<file path="config.mk">
export PLATFORM = sky130hd
export DESIGN_NAME = gate_bist_pattern_gen
export DESIGN_NICKNAME = d
export VERILOG_FILES = /design/src/rtl/gate_bist_pkg.sv /design/src/rtl/gate_bist_pattern_gen.sv
export SDC_FILE = /design/constraint.sdc
export NUM_CORES = 1
export LEC_CHECK = 0
export ABC_CLOCK_PERIOD_IN_PS = 1600
export CAP_MARGIN = 20
export CORE_AREA = 3 3 40 42
export DETAILED_ROUTE_END_ITERATION = 10
export DIE_AREA = 0 0 43 45
export HOLD_SLACK_MARGIN = 0.12
export PLACE_DENSITY = 0.5
export RECOVER_POWER = 50
export SYNTH_ARGS = -nofsm -noshare
export SYNTH_HDL_FRONTEND = slang
export SYNTH_SLANG_ARGS = --single-unit
</file>
<file path="constraint.sdc">
create_clock -name clk -period 1.6 [get_ports clk]
set_clock_uncertainty 0.2 [all_clocks]
set_input_delay 0.32 -clock clk [delete_from_list [all_inputs] [get_ports clk]]
set_output_delay 0.32 -clock clk [all_outputs]
set_load 0.02 [all_outputs]
</file>
<file path="src/rtl/gate_bist_pkg.sv">
// Shared types and reference truth tables for the primitive-gate BIST checker.
// Truth-table bit index is {a,b}.
package gate_bist_pkg;

  typedef enum logic [1:0] {
    ST_IDLE  = 2'd0,
    ST_APPLY = 2'd1,
    ST_CHECK = 2'd2,
    ST_DONE  = 2'd3
  } state_t;

  localparam logic [3:0] TT_AND  = 4'b1000;
  localparam logic [3:0] TT_OR   = 4'b1110;
  localparam logic [3:0] TT_NAND = 4'b0111;
  localparam logic [3:0] TT_NOR  = 4'b0001;
  localparam logic [3:0] TT_XOR  = 4'b0110;
  localparam logic [3:0] TT_XNOR = 4'b1001;

endpackage

</file>
<file path="src/rtl/gate_bist_pattern_gen.sv">
// Pattern index counter and settle timer driving the registered {a,b} stimulus.
// Latency: {a,b} follows the FSM's next state on the same edge; no backpressure.
module gate_bist_pattern_gen
  import gate_bist_pkg::*;
#(
  parameter int SETTLE = 2
) (
  input  logic clk,
  input  logic rst,
  input  logic run_start,
  input  logic step,
  input  logic applying,
  input  logic active_nxt,
  output logic a,
  output logic b,
  output logic settle_done,
  output logic last_pattern
);

  localparam logic [3:0] SETTLE_LAST = 4'(SETTLE - 1);

  logic [1:0] idx_q, idx_d;
  logic [3:0] cnt_q, cnt_d;
  logic [1:0] ab_q, ab_d;

  assign settle_done  = applying && (cnt_q == SETTLE_LAST);
  assign last_pattern = (idx_q == 2'd3);

  always_comb begin
    idx_d = idx_q;
    cnt_d = cnt_q;
    if (run_start) begin
      idx_d = 2'd0;
      cnt_d = 4'd0;
    end else if (step) begin
      idx_d = idx_q + 2'd1;
      cnt_d = 4'd0;
    end else if (applying && !settle_done) begin
      cnt_d = cnt_q + 4'd1;
    end
    // Stimulus is forced to 00 whenever the engine is not driving a pattern.
    ab_d = active_nxt ? idx_d : 2'b00;
  end

  always_ff @(posedge clk) begin
    if (rst) begin
      idx_q <= 2'd0;
      cnt_q <= 4'd0;
      ab_q  <= 2'b00;
    end else begin
      idx_q <= idx_d;
      cnt_q <= cnt_d;
      ab_q  <= ab_d;
    end
  end

  assign a = ab_q[1];
  assign b = ab_q[0];

endmodule

</file>
==> results.yml <==
timing:
  min_period_over_period_pct: 107.1
  slew_headroom_pct: 84.93
  setup_viol: 1
  worst_slack_ns: -0.1132
  fmax_mhz: 583.7
  tightest_slew_ns: 0.2269
  hold_viol: 0
  slew_viol_final: 0
  rsz0062_at_grt: "true"
  post-route-min-period_ns: 1.713
critical_path:
  arrival_ns: 1.19
  critPathCaptureType: "output pin"
  crit_start: "cnt_q[1]$_SDFFE_PP0P_"
  worst-setup-path-type: "reg -> out"
  critPathMaxFanout: 2
  r2r_slack_ns: 0.08
  cp.required_ns: 1.08
  r2r_cells: 6
  cp-start-kind: "flip-flop"
  reg2reg_from: "cnt_q[1]$_SDFFE_PP0P_"
  timing.rr.end: "cnt_q[0]$_SDFFE_PP0P_"
final_layout:
  diodes: 0
  final_cell_mix: "buf_4, dfxtp_1, clkbuf_4, clkdlybuf4s50_1"
  n_fill_cell: 127
  drive_gt1_share_pct: 44.07
  final_nets: 70
  multiInputGateArea_sq_um: 207.7
  area_growth_pct: 66.90
  regArea_sq_um: 162.7
  final_common_cell: "buf_4"
place:
  place_ws_ns: -0.4710
  place_hpwl_um: 690.7
  port_buffers: 9
  place_congestion: 0.7609
logic_synthesis:
  syn_inst: 35
  synth_nets: 44
  synth_edf_count: 0
  synth-async-reset-ratio_pct: 0
  synth_ff_type: "dfxtp_1"
  ys_seq_area_share_pct: 45.07
  synth_cell_types: 18
  synthesis.area_sq_um: 355.3
  yosysWarningCount: 0
  syn_area_per_cell_sq_um: 10.15
  synth_seq_cells: 8
worst_hold_path:
  worstHoldEndpoint: "idx_q[1]$_SDFF_PP0_"
  hold_path_depth: 2
  worstHoldStart: "idx_q[1]$_SDFF_PP0_"
  min_path_type: "reg -> reg"
drt:
  post_drt_via_cell_ratio: 4.446
  drt-pass1-iter-count: 2
  drc: 0
  antenna_left: 0
  dr_total_vias: 329
  wl_um: 805
  first_iter_violations: 3
  routedWlPerCell_um: 10.88
clock_network:
  clock_sinks: 8
  cts_tree: "yes"
  cts_buffers: 3
  clk_latency_ns: 0.24
  path_clk_slew_ns: 0.05
  cts-hold-fix-buffers: 0
  cts-root-buf: "clkbuf_4"
  cts-htree-levels: 1
  clock_path_buffers: 2
pwr:
  vdd_drop_max_mv: 0.3564
  power.switching_w: 0.00008555
  p_leak_nw: 0.2717
  finalPower_w: 0.0004083
  seqPwrFrac_pct: 50.5
  clock_power_share_pct: 36.2
  swShare_pct: 20.95
  p_comb_share_pct: 13.3
  powerDensity_mw_per_mm2: 688.4
  power.internal_w: 0.0003227
floorplan:
  die_x_um: 43
  die-area_sq_mm: 0.001935
  fp-row-count: 13
  ios: 10
  die_y_um: 45
  coreArea_sq_mm: 0.001285
  initial_utilization_pct: 27.65
global_route:
  grt_pass1_vias: 394
  track_usage_pct: 10.83
  antenna_found_initial: 0
  overflow: 0
  grt_pass1_wl_mm: 1.511
  grt_start_max_net_pins: 5
outcome:
  violations: "negative setup slack"
  status: "complete, but fails checks"
run:
  cap_viol_max_count: 0
==> flip-flops by register name, summed over array words and instances (netlist names) <==
name and cells:
ab_q 2, idx_q 2, cnt_q 4
==> cells in the mapped netlist, types with 2 or more instances <==
cell type / number / area, sq um
dfxtp_1: 8 / 160.2
ha_1: 3 / 37.54
and2_1: 2 / 12.51
nand2_1: 2 / 7.510
nor2_1: 2 / 7.510
nor3_1: 2 / 10.01
nor3b_2: 2 / 25.02
o21ai_0: 2 / 10.01
or3_1: 2 / 12.51
xor2_1: 2 / 17.52
==> stage by stage <==
step	hold slack (ns)	util, %	TNS (ns)	std cells	instance area [sq um]
after detailed placement	0.3513	42.55	-0.7591	70	546.8
after CTS	0.3633	43.62	-0.2504	73	560.5
after global routing	0.3879	46.15	-0.1798	74	593.1
after floorplan	0.2037	-	0	35	355.3
final	0.3514	46.15	-0.1132	74	593.1
after global placement	0.3281	42.55	-0.6804	70	546.8
==> how the worst max path moves through the flow <==
stage / to / slack, ns / cells past startpoint
floorplan: settle_done / 0.13 / 3
global placement: settle_done / -0.45 / 3
detailed placement: settle_done / -0.47 / 3
CTS: settle_done / -0.25 / 5
global route: settle_done / -0.18 / 5
finish: settle_done / -0.11 / 5
==> cell type report <==
| cell class | instances | area share (%) |
|---|---|---|
| clock buffer | 3 | 3.797 |
| timing repair buffer | 21 | 29.32 |
| inverter | 2 | 1.266 |
| sequential | 8 | 27.43 |
| tap | 15 | 3.165 |
| multi-input combinational | 25 | 35.02 |
==> logic make-up (layout without fill, tap and decap cells) <==
group	Yosys count	in the layout	share of synthesized area [%]
muxes	1	1	2.817
AOI/OAI and AO/OA	3	3	4.224
buffers and inverters	2	26	2.111
adders and majority gates	3	3	10.56
xor gates and xnor gates	3	3	7.396
DFF	8	8	45.07
and+or+nand+nor	15	15	27.82
==> power by group through the flow <==
stage | Clock (W) | Combinational, W | Sequential (W)
floorplan | 0 | 0.0000167 | 0.000211
global placement | 0 | 0.0000516 | 0.000209
detailed placement | 0 | 0.0000538 | 0.000210
CTS | 0.000158 | 0.0000532 | 0.000205
global route | 0.000171 | 0.0000604 | 0.000206
finish | 0.000148 | 0.0000544 | 0.000206
==> critical path, cell delays in order (launching register included) <==
cell,delay [ns]
dfxtp_2,0.32
inv_2,0.06
ha_4,0.11
nor3b_4,0.18
and2_4,0.17
buf_6,0.11
==> repair_timing <==
| action | CTS | global route |
|---|---|---|
| endpoints found under the hold margin | 0 | 0 |
| setup buffers | 0 | 2 |
| resized for setup | 7 | 11 |
| endpoints found under the setup margin | 4 | 3 |
| pin swaps | 0 | 3 |
==> per-layer routing <==
| layer | global-route usage (%) | vias to the layer above | share of wire, % |
|---|---|---|---|
| met5 | 0 | - | 0 |
| met4 | 9.639 | 0 | 2.7 |
| met3 | 3.984 | 4 | 3.7 |
| met2 | 19.76 | 8 | 55 |
| met1 | 9.179 | 148 | 38 |
| li1 | - | 169 | - |
No activity file was read; power rests on OpenSTA's default activity.
